===== config.mk =====
export PLATFORM = sky130hd
export DESIGN_NAME = rv32_fetch
export DESIGN_NICKNAME = d
export VERILOG_FILES = /design/src/rtl/rv32_fetch.sv
export SDC_FILE = /design/constraint.sdc
export NUM_CORES = 1
export LEC_CHECK = 0
export CORE_ASPECT_RATIO = 1.75
export CORE_MARGIN = 10
export CORE_UTILIZATION = 56
export DETAILED_ROUTE_END_ITERATION = 8
export GPL_TIMING_DRIVEN = 0
export PLACE_DENSITY = 0.79
export SETUP_SLACK_MARGIN = 0.02
export SYNTH_ARGS = -nofsm -noshare
export SYNTH_HDL_FRONTEND = slang
export SYNTH_SLANG_ARGS = --single-unit

===== constraint.sdc =====
create_clock -name clk -period 9.84 [get_ports clk]
set_input_delay 2.46 -clock clk [delete_from_list [all_inputs] [get_ports clk]]
set_output_delay 2.46 -clock clk [all_outputs]
set_load 0.01 [all_outputs]

===== src/rtl/rv32_fetch.sv =====
// Instruction fetch stage: owns the PC, issues word reads on a valid/ready bus,
// applies static branch prediction and feeds the fetch/decode pipeline register.
module rv32_fetch #(
    parameter logic [31:0] RESET_VECTOR = 32'h0000_0000
) (
    input  logic        clk,
    input  logic        reset,
    input  logic        stall_in,
    input  logic        flush_in,
    input  logic        redirect_in,
    input  logic [31:0] redirect_pc_in,
    output logic        instr_read_out,
    output logic [31:0] instr_address_out,
    input  logic        instr_ready_in,
    input  logic [31:0] instr_read_value_in,
    output logic        branch_predicted_taken_out,
    output logic [31:0] pc_out,
    output logic [31:0] instr_out
);

    typedef enum logic [1:0] {
        FETCH,
        DISCARD,
        HOLD
    } state_t;

    localparam logic [31:0] NOP        = 32'h0000_0013;
    localparam logic [6:0]  OP_JAL     = 7'b1101111;
    localparam logic [6:0]  OP_BRANCH  = 7'b1100011;
    localparam logic [31:0] ALIGN_MASK = 32'hFFFF_FFFC;

    state_t      state;
    logic [31:0] pc;
    logic [31:0] pending_pc;
    logic [31:0] hold_instr;
    logic [31:0] hold_pc;
    logic        hold_pred;

    logic [31:0] word;
    logic [31:0] j_imm;
    logic [31:0] b_imm;
    logic        is_jal;
    logic        is_back_branch;
    logic        pred_taken;
    logic [31:0] target;
    logic [31:0] next_pc;
    logic [31:0] redirect_pc;

    logic        load_valid;
    logic [31:0] load_instr;
    logic [31:0] load_pc;
    logic        load_pred;

    // Request and address depend only on registers, never on bus inputs.
    assign instr_read_out    = (state != HOLD);
    assign instr_address_out = pc;

    assign word        = instr_read_value_in;
    assign redirect_pc = redirect_pc_in & ALIGN_MASK;

    assign j_imm = {{12{word[31]}}, word[19:12], word[20], word[30:21], 1'b0};
    assign b_imm = {{20{word[31]}}, word[7], word[30:25], word[11:8], 1'b0};

    // Backward conditional branches and all JALs are predicted taken.
    assign is_jal         = (word[6:0] == OP_JAL);
    assign is_back_branch = (word[6:0] == OP_BRANCH) && word[31];
    assign pred_taken     = is_jal || is_back_branch;

    always_comb begin
        target = pc + 32'd4;
        if (is_jal) begin
            target = pc + j_imm;
        end else if (is_back_branch) begin
            target = pc + b_imm;
        end
    end

    assign next_pc = target & ALIGN_MASK;

    // What the pipeline register would take this cycle absent stall/flush/redirect.
    always_comb begin
        load_valid = 1'b0;
        load_instr = word;
        load_pc    = pc;
        load_pred  = pred_taken;
        case (state)
            FETCH: begin
                load_valid = instr_ready_in;
            end
            HOLD: begin
                load_valid = 1'b1;
                load_instr = hold_instr;
                load_pc    = hold_pc;
                load_pred  = hold_pred;
            end
            default: begin
                load_valid = 1'b0;
            end
        endcase
    end

    always_ff @(posedge clk or posedge reset) begin
        if (reset) begin
            state                      <= FETCH;
            pc                         <= RESET_VECTOR;
            pending_pc                 <= 32'h0;
            hold_instr                 <= 32'h0;
            hold_pc                    <= 32'h0;
            hold_pred                  <= 1'b0;
            pc_out                     <= 32'h0;
            instr_out                  <= NOP;
            branch_predicted_taken_out <= 1'b0;
        end else begin
            case (state)
                FETCH: begin
                    if (instr_ready_in) begin
                        if (redirect_in) begin
                            pc <= redirect_pc;
                        end else if (stall_in) begin
                            hold_instr <= word;
                            hold_pc    <= pc;
                            hold_pred  <= pred_taken;
                            pc         <= next_pc;
                            state      <= HOLD;
                        end else begin
                            pc <= next_pc;
                        end
                    end else if (redirect_in) begin
                        // The read at pc is still in flight; keep its address stable.
                        pending_pc <= redirect_pc;
                        state      <= DISCARD;
                    end
                end
                DISCARD: begin
                    if (redirect_in) begin
                        pending_pc <= redirect_pc;
                    end
                    if (instr_ready_in) begin
                        pc    <= redirect_in ? redirect_pc : pending_pc;
                        state <= FETCH;
                    end
                end
                HOLD: begin
                    if (redirect_in) begin
                        pc    <= redirect_pc;
                        state <= FETCH;
                    end else if (!stall_in) begin
                        state <= FETCH;
                    end
                end
                default: begin
                    state <= FETCH;
                end
            endcase

            if (!stall_in) begin
                if (flush_in || redirect_in || !load_valid) begin
                    instr_out                  <= NOP;
                    branch_predicted_taken_out <= 1'b0;
                end else begin
                    instr_out                  <= load_instr;
                    pc_out                     <= load_pc;
                    branch_predicted_taken_out <= load_pred;
                end
            end
        end
    end

endmodule

==> flow_summary_export.csv, run 1 <==
group,metric,value,unit
grt,antenna_found_initial,1,
critical_path,cp_slowest_stage_delay,1.06,ns
yosys,synth_largest_area_cell,"dfrtp_1",
floorplanning,die_area,28700,um2
sta,fmax,0.158,GHz
detailed_routing,drtPass1Iterations,6,
clock_network,clock_path_buffers,2,
placed_design,portBuffers,164,
clock_network,ctsHoldBuffers,0,
worst_hold_path,worstHoldPathType,"register to register",
yosys,synthCells,1334,
yosys,synth_cell_types,74,
clock_network,cts_tree,"done",
worst_hold_path,worstHoldEndpoint,"instr_out[4]",
yosys,yosysWarnings,0,
critical_path,r2r_start,"instr_address_out[9]",
placed_design,place_congestion,1.02,
floorplanning,start_util,56.4,%
finish,multiInputGateArea,7050,um2
pwr,vdd_drop_max,231,uV
sta,tns,0,ns
critical_path,r2r_cells,10,
clock_network,root_buffer,"clkbuf_16",
sta,hold_viol_final,0,
sta,finalMaxSlewViolations,0,
floorplanning,die_x,133,um
floorplanning,core_area,22000,um2
grt,gr-total-overflow,0,
placed_design,place_inst,1795,
pwr,finalPower,0.00488,W
critical_path,crit_type,"primary input to register",
critical_path,cp.required,10.21,ns
sta,max_slew_margin,20.9,%
yosys,ys.flop_type,"dfrtp_1",
finish,fin_area,15100,um2
floorplanning,top_level_ports,168,
finish,fillCellCount,1860,
pwr,p_per_area,324,nW/um2
grt,grt_usage,30.1,%
job,max_cap_violations,0,
critical_path,r2r_setup_slack,5.96,ns
critical_path,critPathLaunchType,"primary input",
grt,grt_pass1_wl,67.0,mm
detailed_routing,drt_wl_total,44.6,mm
placed_design,placed_area,14500,um2
yosys,ys_seq_area_share,39.6,%
yosys,ys_ff_latch,196,
critical_path,path_cells,"clkdlybuf4s50_1 -> ha_1 -> buf_2 -> a21oi_1 -> o21a_1 -> or3b_2 -> o21ai_0 -> o21bai_1 -> xor2_1 -> a31oi_1 -> o211ai_1",
sta,min_period,6.34,ns
finish,most-common-layout-cells,"193 x dfrtp_1, 169 x nand2_1, 164 x clkdlybuf4s50_1",
sta,rsz0062_at_grt,"no",
yosys,syn_area,12400,um2
detailed_routing,drc,0,
critical_path,r2r-end,"instr_address_out[14]",
worst_hold_path,min_path_cells,2,
detailed_routing,drt_first_iter_violations,986,
yosys,synth_edf_count,0,
floorplanning,fp-row-count,72,
clock_network,postCtsSetupRepairBufs,0,
grt,grt_max_degree,131,
critical_path,end_kind,"register",
detailed_routing,viasPerCell,6.43,
clock_network,clock_sinks,196,
critical_path,arrival,6.71,ns
clock_network,cts.repair.resized,0,
floorplanning,die_y,217,um
finish,seq_area,4910,um2
pwr,p_leak,6.18,nW
finish,final_cells,1828,
sta,setup_viol,0,
detailed_routing,vias,11746,
sta,layout_setup_ws,3.50,ns
worst_hold_path,hp-start,"instr_out[4]",
yosys,async_flop_share,100,%
placed_design,dp_hpwl,33.9,mm
clock_network,cts_inserted_buffers,17,
sta,finalCritPeriodShare,64.5,%
clock_network,path_clk_slew,0.08,ns
sta,skew,0.00855,ns
critical_path,slowest_stage,"clkdlybuf4s50_1",
detailed_routing,routedWlPerCell,24.4,um
yosys,syn-mean-instance-area,9.30,um2
finish,layout_commonest_cell,"dfrtp_1",
finish,syn2layout_area_growth,21.4,%
finish,drive_gt1_share,10.5,%
clock_network,clk_latency,0.46,ns
placed_design,pre_cts_slack,3.22,ns
detailed_routing,ant_nets,0,
clock_network,cts_max_level,4,
yosys,synth_top_area_share,38.9,%
sta,tightest_slew,1.18,ns
critical_path,crit_path_max_fanout,24,
finish,nNetsFinal,1635,
yosys,syn_nets,1451,
run_status,status,"finished, final reports clean",
grt,grt_pass1_vias,11875,
yosys,yosys-top-cells-area,"dfrtp_1 39%, mux2_2 8.5%, mux2i_1 5.2%, nand2_1 5.1%, o21ai_0 5.1%",
-- registers in the layout, indices dropped and copies added (netlist names) --
name	cells
instr_out	32
hold_pc	32
state	2
pc_out	32
hold_instr	32
hold_pred	1
pending_pc	32
branch_predicted_taken_out	1
instr_address_out	32
-- worst max-delay path, delay by kind of cell --
family	cells	cell delay [ns]
AOI/OAI and AO/OA	6	1.57
and+or+nand+nor	1	0.44
buffers and inverters	2	1.25
adders and majority gates	1	0.60
xor gates and xnor gates	1	0.37
-- worst max-delay path by stage --
stage                                      end                    start  depth (start not counted)
CTS                      instr_address_out[27]  instr_read_value_in[31]                         11
floorplan           branch_predicted_taken_out                    reset                          1
global route             instr_address_out[27]  instr_read_value_in[31]                         11
global placement                hold_instr[14]                    reset                          2
detailed placement       instr_address_out[27]  instr_read_value_in[31]                         11
finish                   instr_address_out[27]  instr_read_value_in[31]                         11
-- area by class of cell --
| class | count | area share [%] |
|---|---|---|
| Multi-Input combinational cell | 1023 | 46.8 |
| Clock buffer | 17 | 2.83 |
| Inverter | 21 | 0.573 |
| Tap cell | 296 | 2.46 |
| Buffer | 94 | 2.48 |
| Clock inverter | 15 | 1.17 |
| Timing Repair Buffer | 165 | 11.1 |
| Antenna cell | 1 | 0.0166 |
| Sequential cell | 196 | 32.6 |
-- cell usage after synthesis (all sizes together), types with 3 or more instances --
| master | count |
|---|---|
| nor3 | 20 |
| nand4 | 18 |
| a22oi | 10 |
| a21oi | 88 |
| o21bai | 3 |
| and3 | 9 |
| a32oi | 3 |
| mux2 | 94 |
| dfrtp | 193 |
| o31ai | 10 |
| xnor2 | 33 |
| and2 | 8 |
| o21a | 6 |
| nor4 | 3 |
| or3 | 3 |
| inv | 21 |
| or3b | 3 |
| o211ai | 20 |
| buf | 22 |
| mux2i | 65 |
| nor2b | 11 |
| o21ai | 131 |
| nand3 | 25 |
| ha | 45 |
| or2 | 3 |
| a221oi | 25 |
| a221o | 7 |
| nand2b | 9 |
| a211oi | 27 |
| dfstp | 3 |
| xor2 | 29 |
| nand2 | 169 |
| a311oi | 4 |
| a21o | 22 |
| o221ai | 9 |
| a31oi | 13 |
| clkbuf | 72 |
| nor2 | 68 |
-- routing by layer --
metal	vias up	global-route usage, %	routed length, um
li1	5256	-	-
met1	5694	30.5	15300
met3	193	5.67	2870
met5	-	0	0
met2	603	52.3	22400
met4	0	25.8	3970
-- through the flow --
step	util (%)	hold WS [ns]
finish	68.5	0.467
global route	68.5	0.491
CTS	68.5	0.469
detailed placement	65.8	0.456
global placement	65.6	0.452
floorplan	-	0.450
-- where the power goes --
part / total (W) / internal [W] / switching, W
registers: 0.00148 / 0.00113 / 0.000350
logic: 0.00268 / 0.00114 / 0.00154
clock network: 0.000718 / 0.000345 / 0.000373
-- logic make-up (layout without fill, tap and decap cells) --
| group | count (synthesis) | in the layout | synth area share, % |
|---|---|---|---|
| AND/OR/NAND/NOR | 356 | 356 | 13.1 |
| other | 0 | 1 | 0 |
| adder cells (fa/ha/maj) | 47 | 47 | 4.86 |
| buffers and inverters | 115 | 312 | 3.65 |
| XOR/XNOR | 62 | 62 | 4.38 |
| flip-flops | 196 | 196 | 39.6 |
| AO/OA/AOI/OAI | 399 | 399 | 20.7 |
| multiplexers | 159 | 159 | 13.8 |
(Power assumes the default switching activity.)
==> run 2, diff against run 1 <==
==> constraint.sdc (replaced) <==
create_clock -name clk -period 6.2 [get_ports clk]
set_input_delay 1.55 -clock clk [delete_from_list [all_inputs] [get_ports clk]]
set_output_delay 1.55 -clock clk [all_outputs]
set_load 0.01 [all_outputs]
==> run 2 against run 1 <==
- critical path depth fell by 4
- wire length rose by 1.1%
- worst hold slack barely moved
- critical endpoint is now instr_address_out[14]
- sequential cell count did not move
- count of clock-buffer cells in the layout rose by 1
- clock power rose by 63%
- critical path type unchanged
- combinational power rose by 59%
- global-route usage rose by 0.46 points
- sequential share of layout area fell by 0.17 points
==> flow_summary_export.csv, run 2 (synthesis gave the netlist of run 1 again) <==
group,metric,value,unit
sta,finalCritPeriodShare,87.1,%
critical_path,crit_type,"primary input to register",
critical_path,crit_start,"instr_read_value_in[31]",
finish,drive_gt1_share,10.6,%
detailed_routing,viasPerCell,6.48,
pwr,vdd_drop_max,328,uV
clock_network,postCtsSetupRepairBufs,0,
pwr,power_frac_clock,15.1,%
placed_design,portBuffers,164,
placed_design,dp_hpwl,34.4,mm
clock_network,clock_path_buffers,2,
floorplanning,top_level_ports,168,
detailed_routing,routedWlPerCell,24.6,um
floorplanning,die_y,217,um
grt,gr-total-overflow,0,
clock_network,path_clk_slew,0.08,ns
critical_path,r2r_setup_slack,2.15,ns
grt,grt_pass1_vias,11963,
clock_network,clock_sinks,196,
grt,grt_usage,30.6,%
pwr,p_per_area,515,nW/um2
placed_design,place_congestion,1.01,
floorplanning,start_util,56.4,%
clock_network,clk_latency,0.47,ns
sta,layout_setup_ws,0.799,ns
pwr,p_sw,0.00355,W
floorplanning,core_area,22000,um2
sta,skew,0.0155,ns
clock_network,root_buffer,"clkbuf_16",
finish,most-common-layout-cells,"193 x dfrtp_1, 169 x nand2_1, 164 x clkdlybuf4s50_1",
clock_network,cts_inserted_buffers,17,
placed_design,pre_cts_slack,0.520,ns
sta,whs,0.467,ns
clock_network,cts.repair.resized,0,
sta,tightest_slew,1.42,ns
detailed_routing,drc,0,
sta,max_slew_margin,3.10,%
detailed_routing,vias,11882,
pwr,pwr-share-comb,54.8,%
critical_path,path_buf_inv,2,
critical_path,critPathLaunchType,"primary input",
critical_path,slowest_stage,"clkdlybuf4s50_1",
critical_path,arrival,5.70,ns
critical_path,r2r-end,"instr_address_out[14]",
worst_hold_path,worstHoldEndpoint,"instr_out[0]",
clock_network,cts_max_level,4,
grt,grt_pass1_wl,68.0,mm
detailed_routing,ant_nets,0,
run_status,status,"finished, final reports clean",
pwr,p_leak,6.22,nW
critical_path,r2r_start,"instr_address_out[9]",
critical_path,crit_path_max_fanout,24,
detailed_routing,drt_wl_total,45.0,mm
critical_path,cp.required,6.49,ns
sta,min_period,5.40,ns
critical_path,r2r_cells,10,
pwr,power.share.switching,45.6,%
pwr,internal_power,0.00424,W
finish,layout_commonest_cell,"dfrtp_1",
critical_path,cp_slowest_stage_delay,1.27,ns
sta,tns,0,ns
sta,setup_viol,0,
placed_design,placed_area,14500,um2
finish,nNetsFinal,1639,
finish,fin_area,15100,um2
critical_path,path_cells,"clkdlybuf4s50_1 -> nand4_1 -> nand2_1 -> clkbuf_1 -> nor2_1 -> a2111oi_0 -> o21ai_0",
pwr,pwr-share-seq,30.1,%
finish,syn2layout_area_growth,22.0,%
sta,rsz0062_at_grt,"no",
floorplanning,fp-row-count,72,
clock_network,cts_tree,"done",
worst_hold_path,min_path_cells,2,
sta,fmax,0.185,GHz
critical_path,end_kind,"register",
grt,grt_max_degree,42,
sta,hold_viol_final,0,
critical_path,cp_top_family,"buffers and inverters",
floorplanning,die_x,133,um
worst_hold_path,worstHoldPathType,"register to register",
clock_network,ctsHoldBuffers,0,
sta,finalMaxSlewViolations,0,
job,max_cap_violations,0,
grt,antenna_found_initial,3,
detailed_routing,drtPass1Iterations,5,
floorplanning,die_area,28700,um2
worst_hold_path,hp-start,"instr_out[0]",
detailed_routing,drt_first_iter_violations,1154,
## run 2: changes by cell type in the layout (fill, tap and decap cells not counted), sizes merged
| cell | previous run | this run |
|---|---|---|
| clkbuf | 89 | 90 |
| inv | 28 | 26 |
| buf | 23 | 27 |
| diode | 1 | 3 |
| bufinv | 0 | 3 |
| clkinv | 6 | 3 |
## run 2: layout make-up
type / instances / area (um2)
antenna: 3 / 7.51
buffer: 94 / 374
clock buffer: 18 / 429
clock inverter: 13 / 170
fill: 1829 / 6840
inverter: 21 / 82.6
multi-input combinational: 1023 / 7050
sequential: 196 / 4910
tap: 296 / 370
timing repair buffer: 169 / 1750
## run 2: worst register-to-register path, stage by stage, from the launching register on
cell	delay, ns
dfrtp_1	0.55
ha_1	0.48
nand4_1	0.23
a211oi_1	0.35
nor3_1	0.13
nor3_2	0.40
a31oi_1	0.16
xor2_1	0.23
nor2_1	0.06
a2111oi_0	1.12
o21ai_0	0.16
## run 2: metal layers
metal  track usage, %  routed length, um  vias up
li1                 -                  -     5261
met1             31.9              15600     5725
met2             51.8              22200      660
met3             6.02               2910      236
met4             26.4               4330        0
met5                0                  0        -
## run 2: how the worst max path moves through the flow
stage	to	slack [ns]	cells after the start
2_1_floorplan	branch_predicted_taken_out	2.12	1
3_3_place_gp	instr_address_out[27]	0.52	11
3_5_place_dp	instr_address_out[27]	0.52	11
4_1_cts	instr_address_out[27]	0.98	11
5_1_grt	instr_address_out[26]	0.76	11
6_report	instr_address_out[14]	0.80	7
## run 2: per-stage QoR
step / instances / total power, W / utilization (%)
finish: 1833 / 0.00780 / 68.9
global route: 1833 / 0.00820 / 68.9
CTS: 1830 / 0.00769 / 68.8
detailed placement: 1799 / 0.00650 / 66.1
global placement: 1794 / 0.00640 / 65.6
floorplan: 1334 / 0.00488 / -
## run 2: power by group through the flow
stage | clock network (W) | registers, W | logic (W)
after floorplan | 0 | 0.00222 | 0.00265
after global placement | 0 | 0.00231 | 0.00409
after detailed placement | 0 | 0.00234 | 0.00416
after CTS | 0.00117 | 0.00232 | 0.00419
after global routing | 0.00122 | 0.00238 | 0.00460
final | 0.00117 | 0.00235 | 0.00427
